<file path="src/rtl/dm_port_arbiter.sv">
// dm_port_arbiter: shares one data-memory port between the CPU MEM stage (m0) and a debug/DMA loader (m1).
// Each transaction takes three cycles: an IDLE cycle to arbitrate, ISSUE to access memory, and DONE to ack.
`default_nettype none

`ifndef DM_OP_BIT
`define DM_OP_BIT 2:0
`define DM_OP_WD  3'd0
`define DM_OP_UH  3'd1
`define DM_OP_UB  3'd2
`define DM_OP_SH  3'd3
`define DM_OP_SB  3'd4
`endif

module dm_port_arbiter #(
    parameter bit FIXED_PRIO = 1'b0,
    parameter int AW         = 12
) (
    input  logic                 clk,
    input  logic                 rst_n,
    input  logic                 m0_req,
    input  logic                 m0_we,
    input  logic [`DM_OP_BIT]    m0_op,
    input  logic [AW-1:0]        m0_addr,
    input  logic [31:0]          m0_wdata,
    output logic                 m0_ack,
    output logic                 m0_err,
    output logic [31:0]          m0_rdata,
    input  logic                 m1_req,
    input  logic                 m1_we,
    input  logic [`DM_OP_BIT]    m1_op,
    input  logic [AW-1:0]        m1_addr,
    input  logic [31:0]          m1_wdata,
    output logic                 m1_ack,
    output logic                 m1_err,
    output logic [31:0]          m1_rdata,
    output logic                 dm_en,
    output logic                 dm_w_en,
    output logic [`DM_OP_BIT]    dm_op,
    output logic [AW-1:0]        dm_addr,
    output logic [31:0]          dm_wdata,
    input  logic [31:0]          dm_rdata,
    output logic                 busy,
    output logic                 grant_id
);

    typedef enum logic [1:0] {
        S_IDLE  = 2'd0,
        S_ISSUE = 2'd1,
        S_DONE  = 2'd2
    } state_t;

    state_t              r_state;
    logic                r_last_grant;
    logic                r_we;
    logic                r_misal;

    logic                w_pick;
    logic                w_sel_we;
    logic [`DM_OP_BIT]   w_sel_op;
    logic [AW-1:0]       w_sel_addr;
    logic [31:0]         w_sel_wdata;
    logic                w_sel_misal;

    function automatic logic misaligned(input logic [`DM_OP_BIT] op, input logic [1:0] a);
        logic m;
        m = 1'b0;
        case (op)
            `DM_OP_WD:           m = (a != 2'b00);
            `DM_OP_UH, `DM_OP_SH: m = a[0];
            default:             m = 1'b0;
        endcase
        return m;
    endfunction

    // On a tie the requester that did not win last time gets the port, unless m0 has fixed priority.
    always_comb begin
        w_pick = 1'b0;
        if (m0_req && m1_req)
            w_pick = FIXED_PRIO ? 1'b0 : ~r_last_grant;
        else if (m1_req)
            w_pick = 1'b1;
        w_sel_we    = w_pick ? m1_we    : m0_we;
        w_sel_op    = w_pick ? m1_op    : m0_op;
        w_sel_addr  = w_pick ? m1_addr  : m0_addr;
        w_sel_wdata = w_pick ? m1_wdata : m0_wdata;
        w_sel_misal = misaligned(w_sel_op, w_sel_addr[1:0]);
    end

    assign busy = (r_state != S_IDLE);

    always_ff @(posedge clk or posedge rst_n) begin
        if (rst_n) begin
            r_state      <= S_IDLE;
            r_last_grant <= 1'b1;
            r_we         <= 1'b0;
            r_misal      <= 1'b0;
            grant_id     <= 1'b0;
            m0_ack       <= 1'b0;
            m0_err       <= 1'b0;
            m0_rdata     <= 32'h0;
            m1_ack       <= 1'b0;
            m1_err       <= 1'b0;
            m1_rdata     <= 32'h0;
            dm_en        <= 1'b0;
            dm_w_en      <= 1'b0;
            dm_op        <= '0;
            dm_addr      <= '0;
            dm_wdata     <= 32'h0;
        end else begin
            m0_ack  <= 1'b0;
            m0_err  <= 1'b0;
            m1_ack  <= 1'b0;
            m1_err  <= 1'b0;
            dm_en   <= 1'b0;
            dm_w_en <= 1'b0;
            case (r_state)
                S_IDLE: begin
                    if (m0_req || m1_req) begin
                        grant_id     <= w_pick;
                        r_last_grant <= w_pick;
                        r_we         <= w_sel_we;
                        r_misal      <= w_sel_misal;
                        dm_op        <= w_sel_op;
                        dm_addr      <= w_sel_addr;
                        dm_wdata     <= w_sel_wdata;
                        // Memory strobes are registered so they are valid for exactly the ISSUE cycle.
                        dm_en        <= ~w_sel_misal;
                        dm_w_en      <= w_sel_we & ~w_sel_misal;
                        r_state      <= S_ISSUE;
                    end
                end
                S_ISSUE: begin
                    if (!r_misal && !r_we) begin
                        if (grant_id) m1_rdata <= dm_rdata;
                        else          m0_rdata <= dm_rdata;
                    end
                    if (grant_id) begin
                        m1_ack <= 1'b1;
                        m1_err <= r_misal;
                    end else begin
                        m0_ack <= 1'b1;
                        m0_err <= r_misal;
                    end
                    r_state <= S_DONE;
                end
                S_DONE:  r_state <= S_IDLE;
                default: r_state <= S_IDLE;
            endcase
        end
    end

endmodule

`default_nettype wire

</file>
<file path="config.mk">
export PLATFORM = sky130hd
export DESIGN_NAME = dm_port_arbiter
export DESIGN_NICKNAME = d
export VERILOG_FILES = /design/src/rtl/dm_port_arbiter.sv
export SDC_FILE = /design/constraint.sdc
export NUM_CORES = 1
export LEC_CHECK = 0
export CORE_AREA = 2 2 109 111
export CTS_BUF_LIST = sky130_fd_sc_hd__clkbuf_2
export DETAILED_ROUTE_END_ITERATION = 10
export DIE_AREA = 0 0 111 113
export PLACE_DENSITY_LB_ADDON = 0.25
export RECOVER_POWER = 100
export SYNTH_ARGS = -nofsm -noshare
export SYNTH_HDL_FRONTEND = slang
export SYNTH_SLANG_ARGS = --single-unit
</file>
<file path="constraint.sdc">
create_clock -name clk -period 6.62 [get_ports clk]
set_input_delay 1.655 -clock clk [delete_from_list [all_inputs] [get_ports clk]]
set_output_delay 1.655 -clock clk [all_outputs]
set_load 0.01 [all_outputs]
</file>
==> results of run 1 <==
[cell families after synthesis]
logic type / share of synthesized area
AOI/OAI and AO/OA: 0.0760
buffers and inverters: 0.0351
DFF: 0.613
muxes: 0.146
and+or+nand+nor: 0.130
[cell type report]
type	instances	area (um^2)	area share
repair buffers	252	2520	0.324
well taps	143	179	0.0230
multi-input cells	284	1760	0.227
flip-flops and latches	123	3080	0.396
clock buffers	18	90.1	0.0116
clock inverters	14	129	0.0166
inverters	3	12.5	0.00161
[worst reg2reg max path: stages, from the launching register on]
cell      delay (ps)
dfstp_2          420
a21boi_1        2340
nand3b_1         160
a21oi_1          350
o31a_1           170
[power breakdown]
part / internal [mW] / leakage [nW] / total, mW / switching, mW
logic: 0.803 / 1.72 / 1.51 / 0.712
clock network: 0.168 / 0.126 / 0.441 / 0.274
registers: 1.13 / 1.42 / 1.31 / 0.182
[how the worst min path moves through the flow]
| stage | startpoint | endpoint | slack (ps) | cells after the start |
|---|---|---|---|---|
| after CTS | dm_op[2] | dm_op[2] | 510 | 1 |
| after global routing | m0_rdata[29] | m0_rdata[29] | 520 | 1 |
| after floorplan | r_we | r_we | 480 | 2 |
| final | m0_rdata[4] | m0_rdata[4] | 500 | 1 |
| after detailed placement | dm_op[2] | dm_op[2] | 470 | 1 |
| after global placement | dm_op[2] | dm_op[2] | 470 | 1 |
[per-stage QoR]
step | hold slack [ps] | instance area (um^2) | instances | power [mW] | setup slack, ps
after floorplan | 482 | 5020 | 436 | 2.05 | 1700
after global placement | 472 | 7570 | 805 | 2.96 | 2690
after detailed placement | 473 | 7570 | 805 | 3.02 | 2600
after CTS | 512 | 7790 | 837 | 3.46 | 2820
after global routing | 524 | 7770 | 837 | 3.50 | 1490
final | 505 | 7770 | 837 | 3.27 | 1780
[layer usage]
layer / vias up / wire (um) / part of all wire
met2: 184 / 6860 / 0.51
met1: 2017 / 5180 / 0.39
met3: 14 / 1190 / 0.089
met5: - / 0 / 0
li1: 1989 / - / -
met4: 0 / 148 / 0.011
[registers in the layout, indices dropped and copies added, names as in the netlist]
signal and flops:
r_last_grant 1, m1_err 1, m0_ack 1, r_misal 1, dm_op 3, r_state 2
r_we 1, m0_rdata 32, dm_en 1, dm_w_en 1, dm_addr 12, m0_err 1
m1_rdata 32, grant_id 1, dm_wdata 32, m1_ack 1
[synth_stat cells, types with 2 or more instances]
cell type,count
nor2_1,54
nand2_1,92
buf_2,15
inv_1,2
and2_1,2
a21oi_1,2
a31oi_1,46
mux2_1,64
o21ai_1,2
clkbuf_1,4
buf_6,6
nand2b_1,2
and2b_1,2
nand3b_1,2
dfrtp_1,122
nand2_2,2
==> out/metrics.cfg, run 1 <==
[status]
outcome = finished with violations
violations = capacitance limit, slew limit

[place]
finalWeightedCongestion = 0.778
portBuffers = 250
dp_hpwl_um = 9840

[route]
drt_iter0_markers = 209
post_drt_wl_per_cell_um = 16.0
wl_um = 13400
drc = 0
antenna_left = 0
vias = 4204
first_pass_iters = 6
via_per_inst = 5.02

[timing]
tightest_slew_ps = 3940
setup_viol = 0
report.final.slew_viol_count = 227
period_share = 0.731
fmax_ghz = 0.207
skew_ps = 20.1
rsz0062_at_grt = false
period_minus_slack_ps = 4840
tns_ps = 0
hold_viol = 0
relSlewSlack = -1.64

[final_layout]
diodes = 0
drive_gt1_frac = 0.0504
fin_nets = 813
syn2layout_area_growth_pct = 54.7
final_common_cell = clkdlybuf4s50_1
post-route-util = 0.689
fillers = 890
final_cell_mix = 129 x clkdlybuf4s50_1, 122 x dfrtp_1, 121 x dlygate4sd3_1

[critical_path]
rr_worst_depth = 4
endpoint_kind = flop
critical_path.cell_chain = dlygate4sd3_1 -> a21boi_1 -> nand3b_1 -> a21oi_1 -> o31a_1
cp_top_family = compound AO/OA/AOI/OAI gates
path_depth = 5
max_stage_delay_ps = 2470
cp_max_fo = 47
r2r-start = r_last_grant
crit_start = m1_req
critical_path.endpoint = dm_w_en
cp.required_ps = 7210
cp_num_buf_inv = 1
r2r_end = dm_w_en
crit_type = in -> reg
critPathLaunchType = input pin
arrival_ps = 5430
r2r_setup_slack_ps = 3140
slowest_stage = a21boi_1

[die]
start_util = 0.446
ios = 251
rows = 39
die_h_um = 113
die_x_um = 111
dieArea_mm2 = 0.0125
core_area_mm2 = 0.0113

[synthesis]
netlist_top_cells_area = dfrtp_1 61%, mux2_1 14%, nand2_1 6.9%
synth_warnings = 0
ys_types = 33
async_reset_ff_frac = 1.00
yosysTopAreaCell = dfrtp_1
synth_flop_cell = dfrtp_1
netlist.area_leader.share = 0.608
netlist_instances = 436
ys_seq_area_frac = 0.613
synth-edff-count = 0
syn_area_mm2 = 0.00502
syn_area_per_cell_um2 = 11.5
synth_nets = 568
ys_ff_latch = 123

[global_routing]
grtUsageMet2 = 0.394
grt_max_degree = 94
gr-usage-met1 = 0.233
track_usage = 0.217
grt_pass1_vias = 4406
busiest_layer = met2
gr-total-overflow = 0
grt_pass1_wl_um = 21300
grt_antenna_before_repair = 0
met3_usage = 0.0911

[power_and_ir_drop]
p_per_area_mw_per_mm2 = 420
ir_drop_uv = 205
leakage_nw = 3.27

[min_path]
hp-class = reg -> reg

[clock_network]
clk_latency_ps = 650
cts_setup_buffers = 0
clock_sinks = 123
clock_path_buffers = 2
cts_max_level = 4
root_buffer = clkbuf_2
numCtsBuffers = 17
cts_tree = built
holdBufCountCts = 0
post_cts_resized = 0
clk_pin_slew_ps = 180

[job]
drv_cap = 4

Power figures use the tool's default switching activity.
==> run 2, diff against run 1 <==
--- a/config.mk
+++ b/config.mk
@@ -5,10 +5,10 @@
 export SDC_FILE = /design/constraint.sdc
 export NUM_CORES = 1
 export LEC_CHECK = 0
-export CORE_AREA = 2 2 109 111
+export CORE_AREA = 2 2 113 115
 export CTS_BUF_LIST = sky130_fd_sc_hd__clkbuf_2
 export DETAILED_ROUTE_END_ITERATION = 10
-export DIE_AREA = 0 0 111 113
+export DIE_AREA = 0 0 115 117
 export PLACE_DENSITY_LB_ADDON = 0.25
 export RECOVER_POWER = 100
 export SYNTH_ARGS = -nofsm -noshare
==> constraint.sdc (replaced) <==
create_clock -name clk -period 4.9 [get_ports clk]
set_input_delay 1.225 -clock clk [delete_from_list [all_inputs] [get_ports clk]]
set_output_delay 1.225 -clock clk [all_outputs]
set_load 0.01 [all_outputs]
==> run 2 against run 1 <==
The flow still finishes with violations (capacitance limit, slew limit); cell area shrank 0.27%; via count grew 0.31%; setup slack lost 640 ps; final cell count grew 0.60%; combinational power grew 36%; hold slack lost 3.1 ps; sequential share of layout area grew 0.11 points; global-route usage shrank 1.8 points; first-iteration DRC count shrank 11%; register-to-register slack lost 1500 ps; critical endpoint is now dm_addr[4]; largest cell class unchanged.
==> out/metrics.cfg, run 2 (synthesis gave the netlist of run 1 again) <==
[critical_path]
rr_worst_depth = 6  ; was 4
critical_path.endpoint = dm_addr[4]  ; was dm_w_en
r2r_end = dm_addr[4]  ; was dm_w_en
path_depth = 6  ; was 5
r2r-start = r_state[0]  ; was r_last_grant
crit_type = in -> reg  ; unchanged
max_stage_delay_ps = 1520  ; was 2470 ps
cp.required_ps = 5460  ; was 7210 ps
cp_max_fo = 75  ; was 47
crit_start = m1_req  ; unchanged
arrival_ps = 4320  ; was 5430 ps
critPathLaunchType = input pin  ; unchanged
cp_num_buf_inv = 3  ; was 1
cp_top_family = buffers and inverters  ; was compound AO/OA/AOI/OAI gates
critical_path.cell_chain = dlygate4sd3_1 -> o21ai_0 -> inv_1 -> buf_4 -> nor2_1 -> a31oi_1  ; was dlygate4sd3_1 -> a21boi_1 -> nand3b_1 -> a21oi_1 -> o31a_1
endpoint_kind = flop  ; unchanged
r2r_setup_slack_ps = 1670  ; was 3140 ps
slowest_stage = inv_1  ; was a21boi_1

[power_and_ir_drop]
p_seq_frac = 0.409  ; was 0.401
pwr-share-comb = 0.473  ; was 0.464
p_int_mw = 2.78  ; was 2.10 mW
pwr-share-clk = 0.118  ; was 0.135
leakage_nw = 3.26  ; was 3.27 nW
ir_drop_uv = 241  ; was 205 uV
swShare = 0.358  ; was 0.357
p_per_area_mw_per_mm2 = 559  ; was 420 mW/mm^2
p_sw_mw = 1.55  ; was 1.17 mW

[status]
violations = capacitance limit, slew limit  ; unchanged
outcome = finished with violations  ; unchanged

[place]
portBuffers = 250  ; unchanged
finalWeightedCongestion = 0.807  ; was 0.778
post-place-ws_ps = 1270  ; was 2600 ps
dp_hpwl_um = 9770  ; was 9840 um

[route]
via_per_inst = 5.01  ; was 5.02
antenna_left = 0  ; unchanged
wl_um = 13300  ; was 13400 um
post_drt_wl_per_cell_um = 15.8  ; was 16.0 um
drt_iter0_markers = 185  ; was 209
vias = 4217  ; was 4204
first_pass_iters = 5  ; was 6
drc = 0  ; unchanged

[final_layout]
syn2layout_area_growth_pct = 54.3  ; was 54.7%
diodes = 0  ; unchanged
fillers = 1046  ; was 890
final_cell_mix = 129 x clkdlybuf4s50_1, 122 x dfrtp_1, 121 x dlygate4sd3_1  ; unchanged
reg_top3 = dm_wdata: 32 flops, m0_rdata: 32 flops, m1_rdata: 32 flops  ; unchanged
drive_gt1_frac = 0.0448  ; was 0.0504
fin_nets = 814  ; was 813
final_common_cell = clkdlybuf4s50_1  ; unchanged

[clock_network]
clk_latency_ps = 640  ; was 650 ps
cts_max_level = 4  ; unchanged
clock_path_buffers = 2  ; unchanged
clk_pin_slew_ps = 170  ; was 180 ps
holdBufCountCts = 0  ; unchanged
root_buffer = clkbuf_2  ; unchanged
clock_sinks = 123  ; unchanged
numCtsBuffers = 17  ; unchanged
post_cts_resized = 0  ; unchanged
cts_setup_buffers = 0  ; unchanged
cts_tree = built  ; unchanged

[timing]
tightest_slew_ps = 2030  ; was 3940 ps
relSlewSlack = -0.354  ; was -1.64
rsz0062_at_grt = false  ; unchanged
skew_ps = 34.7  ; was 20.1 ps
setup_viol = 0  ; unchanged
tns_ps = 0  ; unchanged
fmax_ghz = 0.266
period_share = 0.767
period_minus_slack_ps = 3760
report.final.slew_viol_count = 209  ; was 227
hold_viol = 0  ; unchanged
fin_ws_ps = 1140  ; was 1780 ps

[global_routing]
grt_pass1_vias = 4321  ; was 4406
grt_antenna_before_repair = 0  ; unchanged
track_usage = 0.199  ; was 0.217
grt_max_degree = 124  ; was 94
grt_pass1_wl_um = 20800  ; was 21300 um
gr-total-overflow = 0  ; unchanged

[die]
die_x_um = 115  ; was 111 um
dieArea_mm2 = 0.0135  ; was 0.0125 mm^2
core_area_mm2 = 0.0123  ; was 0.0113 mm^2
ios = 251  ; unchanged
die_h_um = 117  ; was 113 um
start_util = 0.408  ; was 0.446
rows = 41  ; was 39

[job]
drv_cap = 5  ; was 4

[min_path]
hp-class = reg -> reg  ; unchanged

## run 2: layout make-up
| type | count | area [um^2] | share of cell area |
|---|---|---|---|
| Inverter | 3 | 12.5 | 0.00161 |
| Tap cell | 150 | 188 | 0.0242 |
| Multi-Input combinational cell | 284 | 1760 | 0.227 |
| Sequential cell | 123 | 3080 | 0.397 |
| Timing Repair Buffer | 253 | 2530 | 0.327 |
| Clock inverter | 11 | 82.6 | 0.0107 |
| Clock buffer | 18 | 90.1 | 0.0116 |
## run 2: through the flow
stage	util	hold slack [ps]	instance area, um^2	power (mW)	std cells
after floorplan	-	482	5020	2.77	436
after global placement	0.617	472	7600	4.01	813
after detailed placement	0.617	480	7600	4.08	813
after CTS	0.631	514	7770	4.60	842
after global routing	0.629	521	7750	4.67	842
final	0.629	502	7750	4.33	842
## run 2: how the worst min path moves through the flow
stage                 start  cells after the start  slack, ps           end
2_1_floorplan          r_we                      2        480          r_we
3_3_place_gp   m0_rdata[30]                      1        470  m0_rdata[30]
3_5_place_dp   m1_rdata[16]                      1        480  m1_rdata[16]
4_1_cts        m0_rdata[20]                      1        510  m0_rdata[20]
5_1_grt        m0_rdata[13]                      1        520  m0_rdata[13]
6_report       m0_rdata[20]                      1        500  m0_rdata[20]
## run 2: power groups by stage
| stage | logic, mW | registers (mW) | clock network [mW] |
|---|---|---|---|
| floorplan | 0.747 | 2.03 | 0 |
| global placement | 2.20 | 1.80 | 0 |
| detailed placement | 2.25 | 1.83 | 0 |
| CTS | 2.26 | 1.80 | 0.540 |
| global route | 2.24 | 1.84 | 0.591 |
| finish | 2.05 | 1.77 | 0.511 |
## run 2: metal layers
metal  wire (um)  vias up  global-route usage
met5           0        -                   0
met4         230        0              0.0731
met3        1240       23              0.0762
met2        6670      192               0.348
met1        5130     2020               0.223
li1            -     1982                   -
==> variant (flow settings as in run 2) <==
Set the parameter `FIXED_PRIO` to 1'b1 (it was 1'b0).
--- a/src/rtl/dm_port_arbiter.sv
+++ b/src/rtl/dm_port_arbiter.sv
@@ -14,3 +14,3 @@
 module dm_port_arbiter #(
-    parameter bit FIXED_PRIO = 1'b0,
+    parameter bit FIXED_PRIO = 1'b1,
     parameter int AW         = 12
Function: changed (a bounded check fails within 10 cycles, from zero or initial values and one cycle with rst_n high).
==> variant against run 2 <==
  * The run still ends with capacitance limit, slew limit left
  * Critical path type unchanged
  * Wire length down 3.2%
  * Total power about the same
  * Combinational power decreased by 4%
  * Area after synthesis up 0.70%
  * Sequential cell count down 1
  * Synthesized cell count decreased by 13%
  * Final area is 0.73% higher
  * Setup slack gained 330 ps
==> variant: results (changes against run 2) <==
.. list-table::
   :header-rows: 1

   * - Metric
     - Value
   * - Worst hold path type
     - register to register
   * - Worst ir drop on vdd
     - 273 µV (+13%)
   * - Clock buffer count from CTS
     - 17 (unchanged)
   * - Sequential area share after synthesis
     - 0.604 (-0.00944)
   * - Pre-antenna DRT Iters
     - 4 (-1)
   * - Maximum number of pins on one net before global-route repair
     - 63 (-49%)
   * - Clock slew seen by the registers of the worst setup and hold paths
     - 180 ps
   * - Highest fanout seen on the critical path
     - 52 (-31%)
   * - Crit path max-delay cell type
     - clkbuf_1
   * - Syn_nets
     - 513 (-9.7%)
   * - Fillers
     - 1,048 (+0.19%)
   * - Delay of the slowest cell on the worst path
     - 1350 ps (-170 ps)
   * - Resized cells post-CTS
     - 0 (unchanged)
   * - Avg Vias per Cell
     - 4.86 (-2.9%)
   * - Main area contributors after synthesis
     - dfrtp_1 60%, mux2_2 13%, mux2i_1 9.3%
   * - Flip-flop cell with the highest count after synthesis
     - dfrtp_1
   * - Cell family contributing the most delay on the critical path
     - buffers and inverters
   * - Number of max-cap violations
     - 4 (-1)
   * - Share of final-layout standard cells stronger than drive strength 1
     - 0.146 (+0.101)
   * - Synth Warn #
     - 0 (unchanged)
   * - Wire length per cell after detailed routing
     - 16.2 µm (+2.5%)
   * - Async set-reset flop share out of synthesis
     - 1.00 (unchanged)
   * - Placed insts
     - 763 (-6.2%)
   * - DRC marker count from the first detailed-route iteration
     - 215 (+16%)
   * - Tot GR Track Use
     - 0.195 (-0.00401)
   * - Leakage
     - 3.58 nW (+9.8%)
   * - Non-Filler Instances
     - 795 (-5.6%)
   * - Failing checks
     - capacitance limit, slew limit
   * - Clk Tree Root Cell
     - clkbuf_2
   * - Post-DP HPWL
     - 9720 µm (-0.58%)
   * - Worst-case clock skew
     - 31.7 ps (-3.00 ps)
   * - Net count reported at finish
     - 764 (-6.1%)
   * - Total number of H-tree levels
     - 4 (unchanged)
   * - Relative max-transition margin
     - -0.811 (-0.457)
   * - Post-CTS setup buffers
     - 0 (unchanged)
   * - Biggest registers after layout
     - dm_wdata x32, m0_rdata x32, m1_rdata x32
   * - Final Wtd Congestion
     - 0.719 (-11%)
   * - Number of global-route vias before repair
     - 3,988 (-7.7%)
   * - Placement-stage cell area
     - 7610 µm² (+0.16%)
   * - Arrival time worst endpoint
     - 3860 ps (-460 ps)
   * - Status
     - finished, violations left
   * - Ant. Diodes
     - 0 (unchanged)
   * - Syn_area_per_cell
     - 13.3 µm² (+15%)
   * - Number of buffers added on ports
     - 250 (unchanged)
   * - Wire length of the first global-routing pass
     - 20,000 µm (-3.8%)
   * - Largest buffer count on any clock path
     - 2 (unchanged)
   * - Worst-Skew Late Latency
     - 640 ps (about the same)
   * - Number of antenna violations at the first check in global routing
     - 0 (unchanged)
   * - Max Slew Vio Count
     - 114 (-45%)
   * - Cell variety after synth
     - 29 (-12%)
   * - Cell-internal power
     - 2.84 mW (+1.9%)
   * - Leading cell types by count after synthesis
     - 122 x dfrtp_1, 60 x mux2_2, 50 x nand2_1, 48 x o21ai_0, 47 x mux2i_1
[variant: cell types whose count changed in the layout (fill, tap and decap cells not counted), moves of 4 or more]
| cell | delta |
|---|---|
| a31oi_1 | -46 |
| inv_6 | +4 |
| mux2_1 | -60 |
| mux2_2 | +59 |
| mux2i_1 | +47 |
| nand2_1 | -42 |
| nor2_1 | -51 |
| o21ai_0 | +48 |
[variant: kinds of logic (layout without fill, tap and decap cells)]
group | count (synthesis) | after routing | share of synthesized area
compound gates | 56 | 56 | 0.0594
buf+inv | 26 | 290 | 0.0421
flops | 122 | 122 | 0.604
mux | 111 | 111 | 0.236
simple gates | 66 | 66 | 0.0594
[variant: area by class of cell]
cell class | instances | area (µm²) | area share
sequential | 122 | 3050 | 0.391
inverter | 4 | 16.3 | 0.00208
tap | 150 | 188 | 0.0241
clock inverter | 15 | 148 | 0.0189
clock buffer | 17 | 85.1 | 0.0109
timing repair buffer | 254 | 2540 | 0.325
multi-input combinational | 233 | 1780 | 0.228
[variant: layer usage]
layer / track usage / part of all wire / vias up
met4: 0.0570 / 0.0098 / 0
met1: 0.207 / 0.38 / 1844
met5: 0 / 0 / -
met2: 0.356 / 0.51 / 175
li1: - / - / 1837
met3: 0.0824 / 0.10 / 10
[variant: per-stage QoR]
stage / setup slack [ps] / utilization
floorplan: 432 / -
global placement: 1640 / 0.618
detailed placement: 1570 / 0.618
CTS: 1400 / 0.637
global route: 1240 / 0.634
finish: 1480 / 0.634
[variant: worst paths after layout]
path                       cells after the start        from            to  slack, ps
min reg2reg                                    1  r_state[1]    r_state[1]        490
max                                            4      m0_req  dm_wdata[12]       1480
min in group asynchronous                      2       rst_n  m0_rdata[17]       1790
min                                            1  r_state[1]    r_state[1]        490
max reg2reg                                    4  r_state[1]  dm_wdata[12]       2380
max in group asynchronous                      2       rst_n  dm_wdata[27]       1920
[variant: power groups by stage]
stage	sequential [mW]	combinational [mW]	clock, mW
finish	1.74	1.97	0.614
global route	1.80	2.16	0.697
global placement	1.76	2.15	0
floorplan	1.99	0.730	0
detailed placement	1.80	2.20	0
CTS	1.77	2.20	0.645
